`config.mk`:
```
export PLATFORM = sky130hd
export DESIGN_NAME = spi_slave_sync
export DESIGN_NICKNAME = d
export VERILOG_FILES = /design/src/rtl/spi_slave_sync.sv
export SDC_FILE = /design/constraint.sdc
export NUM_CORES = 1
export LEC_CHECK = 0
export CAP_MARGIN = 10
export CORE_MARGIN = 2
export CORE_UTILIZATION = 53
export DETAILED_ROUTE_END_ITERATION = 12
export GPL_TIMING_DRIVEN = 0
export PLACE_DENSITY = 0.82
export REMOVE_ABC_BUFFERS = 1
export SLEW_MARGIN = 15
export SYNTH_ARGS = -nofsm -noshare
export SYNTH_HDL_FRONTEND = slang
export SYNTH_SLANG_ARGS = --single-unit
```
`constraint.sdc`:
```
create_clock -name clk -period 1.8 [get_ports clk]
set_input_delay 0.27 -clock clk [delete_from_list [all_inputs] [get_ports clk]]
set_output_delay 0.27 -clock clk [all_outputs]
set_load 0.01 [all_outputs]
```
`src/rtl/spi_slave_sync.sv`:
```
// SPI slave (mode 0, LSB first) oversampled in the clk domain through input synchronizers.
// All outputs are registered; one FSM tracks the frame and shifts bytes in/out.
module spi_slave_sync #(
  parameter int unsigned BYTE_WIDTH  = 8,
  parameter int unsigned SYNC_STAGES = 2
) (
  input  logic                  clk,
  input  logic                  _reset,
  input  logic                  spi_nss,
  input  logic                  spi_sck,
  input  logic                  spi_mosi,
  output logic                  spi_miso,
  output logic [BYTE_WIDTH-1:0] rx_data,
  output logic                  rx_valid,
  output logic                  rx_first,
  input  logic [BYTE_WIDTH-1:0] tx_data,
  output logic                  tx_load,
  output logic                  frame_active,
  output logic                  frame_end
);

  localparam int unsigned CntW = (BYTE_WIDTH > 1) ? $clog2(BYTE_WIDTH) : 1;

  typedef enum logic [0:0] {StIdle, StShift} state_e;

  state_e                  state_q;
  logic [SYNC_STAGES-1:0]  nss_sync_q, sck_sync_q, mosi_sync_q, flush_q;
  logic                    sck_prev_q, nss_high_q, first_q;
  logic [CntW-1:0]         bit_cnt_q;
  logic [BYTE_WIDTH-1:0]   rx_sr_q, tx_sr_q, rx_assembled;
  logic                    nss_s, sck_s, mosi_s;
  logic                    sck_rise, sck_fall, nss_fall, last_bit;

  assign nss_s  = nss_sync_q[SYNC_STAGES-1];
  assign sck_s  = sck_sync_q[SYNC_STAGES-1];
  assign mosi_s = mosi_sync_q[SYNC_STAGES-1];

  assign sck_rise = sck_s & ~sck_prev_q;
  assign sck_fall = ~sck_s & sck_prev_q;
  // nss_high_q only becomes set once the synchronizer holds real pin samples, so a
  // slave select that is already low when reset releases never looks like a falling edge.
  assign nss_fall = ~nss_s & nss_high_q;
  assign last_bit = (bit_cnt_q == CntW'(BYTE_WIDTH - 1));

  always_comb begin
    rx_assembled            = rx_sr_q;
    rx_assembled[bit_cnt_q] = mosi_s;
  end

  always_ff @(posedge clk or negedge _reset) begin
    if (!_reset) begin
      nss_sync_q  <= '1;
      sck_sync_q  <= '0;
      mosi_sync_q <= '0;
      flush_q     <= '0;
      sck_prev_q  <= 1'b0;
      nss_high_q  <= 1'b0;
    end else begin
      nss_sync_q  <= {nss_sync_q[SYNC_STAGES-2:0], spi_nss};
      sck_sync_q  <= {sck_sync_q[SYNC_STAGES-2:0], spi_sck};
      mosi_sync_q <= {mosi_sync_q[SYNC_STAGES-2:0], spi_mosi};
      flush_q     <= {flush_q[SYNC_STAGES-2:0], 1'b1};
      sck_prev_q  <= sck_s;
      nss_high_q  <= flush_q[SYNC_STAGES-1] & nss_s;
    end
  end

  always_ff @(posedge clk or negedge _reset) begin
    if (!_reset) begin
      state_q      <= StIdle;
      bit_cnt_q    <= '0;
      rx_sr_q      <= '0;
      tx_sr_q      <= '0;
      first_q      <= 1'b0;
      rx_data      <= '0;
      rx_valid     <= 1'b0;
      rx_first     <= 1'b0;
      tx_load      <= 1'b0;
      frame_active <= 1'b0;
      frame_end    <= 1'b0;
      spi_miso     <= 1'b0;
    end else begin
      rx_valid  <= 1'b0;
      rx_first  <= 1'b0;
      tx_load   <= 1'b0;
      frame_end <= 1'b0;
      unique case (state_q)
        StIdle: begin
          spi_miso     <= 1'b0;
          frame_active <= 1'b0;
          if (nss_fall) begin
            state_q      <= StShift;
            bit_cnt_q    <= '0;
            rx_sr_q      <= '0;
            tx_sr_q      <= tx_data;
            tx_load      <= 1'b1;
            spi_miso     <= tx_data[0];
            first_q      <= 1'b1;
            frame_active <= 1'b1;
          end
        end
        StShift: begin
          // Slave select release has priority over a coincident sck edge.
          if (nss_s) begin
            state_q      <= StIdle;
            bit_cnt_q    <= '0;
            frame_end    <= 1'b1;
            frame_active <= 1'b0;
            spi_miso     <= 1'b0;
          end else if (sck_rise) begin
            rx_sr_q <= rx_assembled;
            if (last_bit) begin
              rx_data   <= rx_assembled;
              rx_valid  <= 1'b1;
              rx_first  <= first_q;
              first_q   <= 1'b0;
              bit_cnt_q <= '0;
              tx_sr_q   <= tx_data;
              tx_load   <= 1'b1;
              spi_miso  <= tx_data[0];
            end else begin
              bit_cnt_q <= bit_cnt_q + 1'b1;
            end
          end else if (sck_fall) begin
            spi_miso <= tx_sr_q[bit_cnt_q];
          end
        end
        default: state_q <= StIdle;
      endcase
    end
  end

endmodule

```
# Word-level counts from Yosys, hierarchy flattened
# Index checks and enable logic that the tools add are counted.
# word_totals
register_bits	45
in_bits	13
out_inout_bits	14
wordCells	90
# op_classes
addsub	1
magnitude_cmp	2
eq_ne	9
mux	46
bitwise	8
reduce_logical	6
# ops
operator	count
8-bit two-way mux	7
8-bit case mux with 2 select lines	2
1-bit two-way mux	24
3-bit two-way mux	4
1-bit case mux with 2 select lines	5
8-bit bitwise mux	1
4-bit AND reduction	2
2-bit by 1-bit != test with 1-bit output, second input constant	3
3-bit case mux with 2 select lines	1
1-bit bitwise AND	4
3-bit by 4-bit less-than comparator with 1-bit output, second input constant	1
2-bit != test, second input constant	2
4-bit by 1-bit != test with 1-bit output, second input constant	1
4-bit by 3-bit != test with 1-bit output, second input constant	1
1-bit NOT	4
2-bit AND reduction	2
3-bit by 1-bit adder with 3-bit output, second input constant	1
1-bit binary-select mux with 3-bit select	1
1-bit demux with 3-bit select	1
3-bit equality test, second input constant	1
3-bit by 1-bit greater-or-equal comparator with 1-bit output, second input constant	1
3-bit by 1-bit != test with 1-bit output, second input constant	1
3-bit AND reduction	1
1-bit logical AND	1

# Longest topological paths before layout
# logic_depth
ltp_word	8
mapped_depth	9
depth_no_buf	6

# Worst setup path before layout
# No wires, ideal clock.
# synth_timing
path_type	register to register
startpoint	reg sck_prev_q
endpoint	reg tx_sr_q[0]
setup_time_ps	125
arrival_time_ps	1540
required_time_ps	1675
setup_slack_ps	135
stages_incl_launch_ff	8
path_buffers	1
period_less_slack_ps	1665
cell_sequence	dfrtp_1 inv_1 ha_1 buf_2 nand2_4 a21o_4 a21oi_4 mux2_2
# synth_via
elab_chain_cells	4
# synth_rtl
item	line_no	source
start: declaration	28	logic sck_prev_q, nss_high_q, first_q;
start signal: assignment	63	sck_prev_q <= sck_s;
1-bit NOT	38	assign sck_rise = sck_s & ~sck_prev_q;
1-bit bitwise AND	38	
2-bit by 1-bit != test with 1-bit output (no line)	-	
4-bit AND reduction (no line)	-	
end signal: assignment	95	tx_sr_q <= tx_data;
end signal: assignment	118	tx_sr_q <= tx_data;
end: declaration	30	logic [BYTE_WIDTH-1:0] rx_sr_q, tx_sr_q, rx_assembled;
# No other way between the ends.
# A chain may end at the register's enable or synchronous reset.

# Worst setup path in the final report
# layout_timing
startpoint	reg state_q
endpoint	reg tx_sr_q[1]
# layout_via
elab_chain_cells	3
word_cells_on_any_way	7
cone_classes	4 x eq/ne; 1 x mux; 1 x bitwise; 1 x reduce/logical
# layout_rtl
item	line_no	source
start: declaration	26	state_e state_q;
start signal: assignment	70	state_q <= StIdle;
start signal: assignment	92	state_q <= StShift;
start signal: assignment	105	state_q <= StIdle;
1-bit NOT	-	
2-bit != test (no line)	-	
4-bit AND reduction (no line)	-	
# Parallel ways exist; a longest one is shown, timed or not.

==> results by group <==
Yosys
  • Top-count cell post-synth: dfrtp_1
  • Top-area cell type share of the netlist area: a little under three fifths
  • Top FF cell, synth: dfrtp_1
  • Area contributors post-synth: dfrtp_1, mux2i_1, mux2_2, o21ai_0, nand2_1
  • Top post-synthesis cells by count: dfrtp_1, nand2_1, o21ai_0
  • Syn_area_per_cell: roughly 12 um^2
  • Post-synth EDFFs: 0
  • Cell variety after synth: 32
  • Synth Register Bits: 45
  • Register area share after synthesis: slightly below 60%
  • Synthesis Warnings: 0
  • Post-synthesis async set-or-reset flop share: 100%
  • Largest area contributor in the netlist: dfrtp_1
  • Synthesized area: 0.00195 mm^2
  • Cells after synthesis: 165

Power
  • P_leak: 1.10 nW
  • Pwr/cell area: 912 mW/mm^2
  • Tot Pwr: 2.26 mW
  • VDD IR max: 0.592 mV

STA
  • Fin Hold WS: approximately 0.35 ns
  • Unrepaired setup endpoints after global routing: no
  • Slew Limit Fails: 0
  • Final worst slack: around 0.068 ns
  • Fin crit period: 1.73 ns
  • F_max: 0.577 GHz
  • Tcrit/Tclk final: 96.2%
  • Clock Skew: 0.0113 ns
  • Final Hold Fails: 0
  • Final setup vio count: 0

Cells and area
  • Proportion of layout cells with a drive suffix above 1: 19.5%
  • Fin util: 68.6%
  • Final instance area: 0.00247 mm^2
  • Total Nets Final: 216
  • Synthesis-to-layout area growth: 26.7%
  • Diode count: 0

Global routing
  • GRT Util Overall: 19.0%
  • First-pass GRT wire length: 6100 um
  • Vias in the first global route: between 1000 and 1500
  • Initial antenna violation count: 0
  • Gr ovfl total: 0
  • Largest net degree at the start of global routing: 27

Drt
  • DRC viols: 0
  • Post-route antenna net violation count: 0
  • Detailed-route wire length: 3530 um
  • DRT Pass-1 Iters: 4
  • 1st-iter DRT viols: 74
  • Vias per inst: around 5.3
  • Via count: between 1000 and 1500
  • WL per Instance: 14.2 um

Setup path
  • Crit path DAT: ~1.9 ns
  • Startpoint types: register
  • Crit path required time: 1.98 ns
  • Worst Path Max Fanout: 13
  • Crit path kind: reg -> reg
  • CP Capture Type: register

Clock network
  • Clock sink total: 45
  • Clock buffer depth: 2
  • Latest clock arrival within the worst-skew pair: 0.30 ns
  • CTS tree: yes
  • CTS Root Cell: clkbuf_8
  • Worst-path clk slew: 0.08 ns
  • Cts bufs inserted: 5
  • H-tree level count: 2

Place
  • Pre-CTS WS: -0.176 ns
  • Routability congestion estimate: 0.832
  • DP HPWL: 2470 um
  • Post-DP Area: ~0.0022 mm^2
  • # port buffers: 26

Worst hold path
  • Worst Hold Class: reg -> reg

Status
  • Status: finished, final reports clean

Floorplan
  • Rows: 22
  • I/O pin count: 27
  • Initial core utilization: 54.1%
  • Die H: 64.7 um
  • Die X: 64.7 um
  • Full die area: 0.00418 mm^2
  • Core area: 0.00361 mm^2

Run
  • Max-Cap Viols: 0
registers in the layout, summed over array words and instances, names as in the netlist, 2 cells and up:
name	cells
bit_cnt_q	3
flush_q	2
mosi_sync_q	2
nss_sync_q	2
rx_data	8
rx_sr_q	8
sck_sync_q	2
tx_sr_q	8
logic make-up after synthesis:
family,synth area share (%)
AOI/OAI and AO/OA,11.5
adders and majority gates,2.56
buffers and inverters,4.23
DFF,57.8
muxes,13.2
other,0.192
and+or+nand+nor,10.5
metrics by stage:
stage | TNS [ns] | std cells
after floorplan | 0 | 156
after global placement | -28.25 | 230
after detailed placement | -1.70 | 231
after CTS | 0 | 244
after global routing | 0 | 248
final | 0 | 248
critical path, stage by stage, from the launching register on:
cell and delay (ns):
dfrtp_2 0.52, nand2b_1 0.24, a21o_4 0.27, a21oi_4 0.22, mux2_2 0.37
cells in the final DEF (no fill, tap or decap), types with 2 or more instances in the layout:
cell type | Yosys | routed
nor2_1 | 4 | 4
nor2b_1 | 3 | 3
bufinv_16 | 0 | 2
nand3_1 | 2 | 2
nand2_1 | 15 | 15
and2_1 | 2 | 2
nand3b_1 | 3 | 3
a21oi_1 | 7 | 7
nand2b_1 | 3 | 3
mux2i_1 | 10 | 10
o22ai_1 | 6 | 6
buf_4 | 1 | 7
inv_1 | 10 | 10
nor3b_1 | 2 | 2
ha_1 | 4 | 3
dfstp_2 | 2 | 2
a32o_1 | 3 | 3
mux4_2 | 2 | 2
a21oi_4 | 1 | 2
clkbuf_8 | 0 | 5
nor3_1 | 2 | 2
mux2_2 | 8 | 8
mux2_1 | 2 | 2
dfrtp_2 | 0 | 3
dfrtp_1 | 43 | 40
clkdlybuf4s50_1 | 0 | 25
o21ai_0 | 15 | 15
what timing repair did:
| action | in CTS | in global routing |
|---|---|---|
| endpoints found under the setup margin | 17 | 18 |
| setup buffers | 3 | 4 |
| endpoints found under the hold margin | 17 | 0 |
| pin swaps | 1 | 0 |
| gates cloned | 1 | 0 |
| hold buffers | 1 | 0 |
| gates resized for setup | 5 | 2 |
power by group:
| group | internal, mW | total [mW] | switching (mW) | leakage, nW |
|---|---|---|---|---|
| sequential | 1.09 | 1.13 | 0.0466 | 0.577 |
| clock | 0.551 | 0.884 | 0.333 | 0.0681 |
| combinational | 0.139 | 0.237 | 0.0979 | 0.453 |
routing by layer:
layer  track usage, %  part of all wire [%]
met5                0                     0
met4             3.99                  0.23
met3             4.51                   4.0
met2             35.2                    53
met1             22.5                    42
final timing paths:
| path | from | end | slack [ns] | depth (start not counted) |
|---|---|---|---|---|
| min in group asynchronous | _reset | rx_valid | 0.46 | 2 |
| max in group asynchronous | _reset | bit_cnt_q[0] | 0.84 | 3 |
| worst min register to register | flush_q[0] | flush_q[1] | 0.35 | 0 |
| worst max register to register | state_q | tx_sr_q[1] | 0.07 | 4 |
| worst max-delay path | state_q | tx_sr_q[1] | 0.07 | 4 |
| worst min-delay path | flush_q[0] | flush_q[1] | 0.35 | 0 |
cell type report:
| class | instances | area [um^2] |
|---|---|---|
| multi-input cells | 102 | 771 |
| repair buffers | 35 | 338 |
| clock inverters | 3 | 65.1 |
| inverters | 10 | 37.5 |
| well taps | 48 | 60.1 |
| clock buffers | 5 | 68.8 |
| fillers | 266 | 1130 |
| flip-flops and latches | 45 | 1130 |
(Power assumes the default switching activity.)
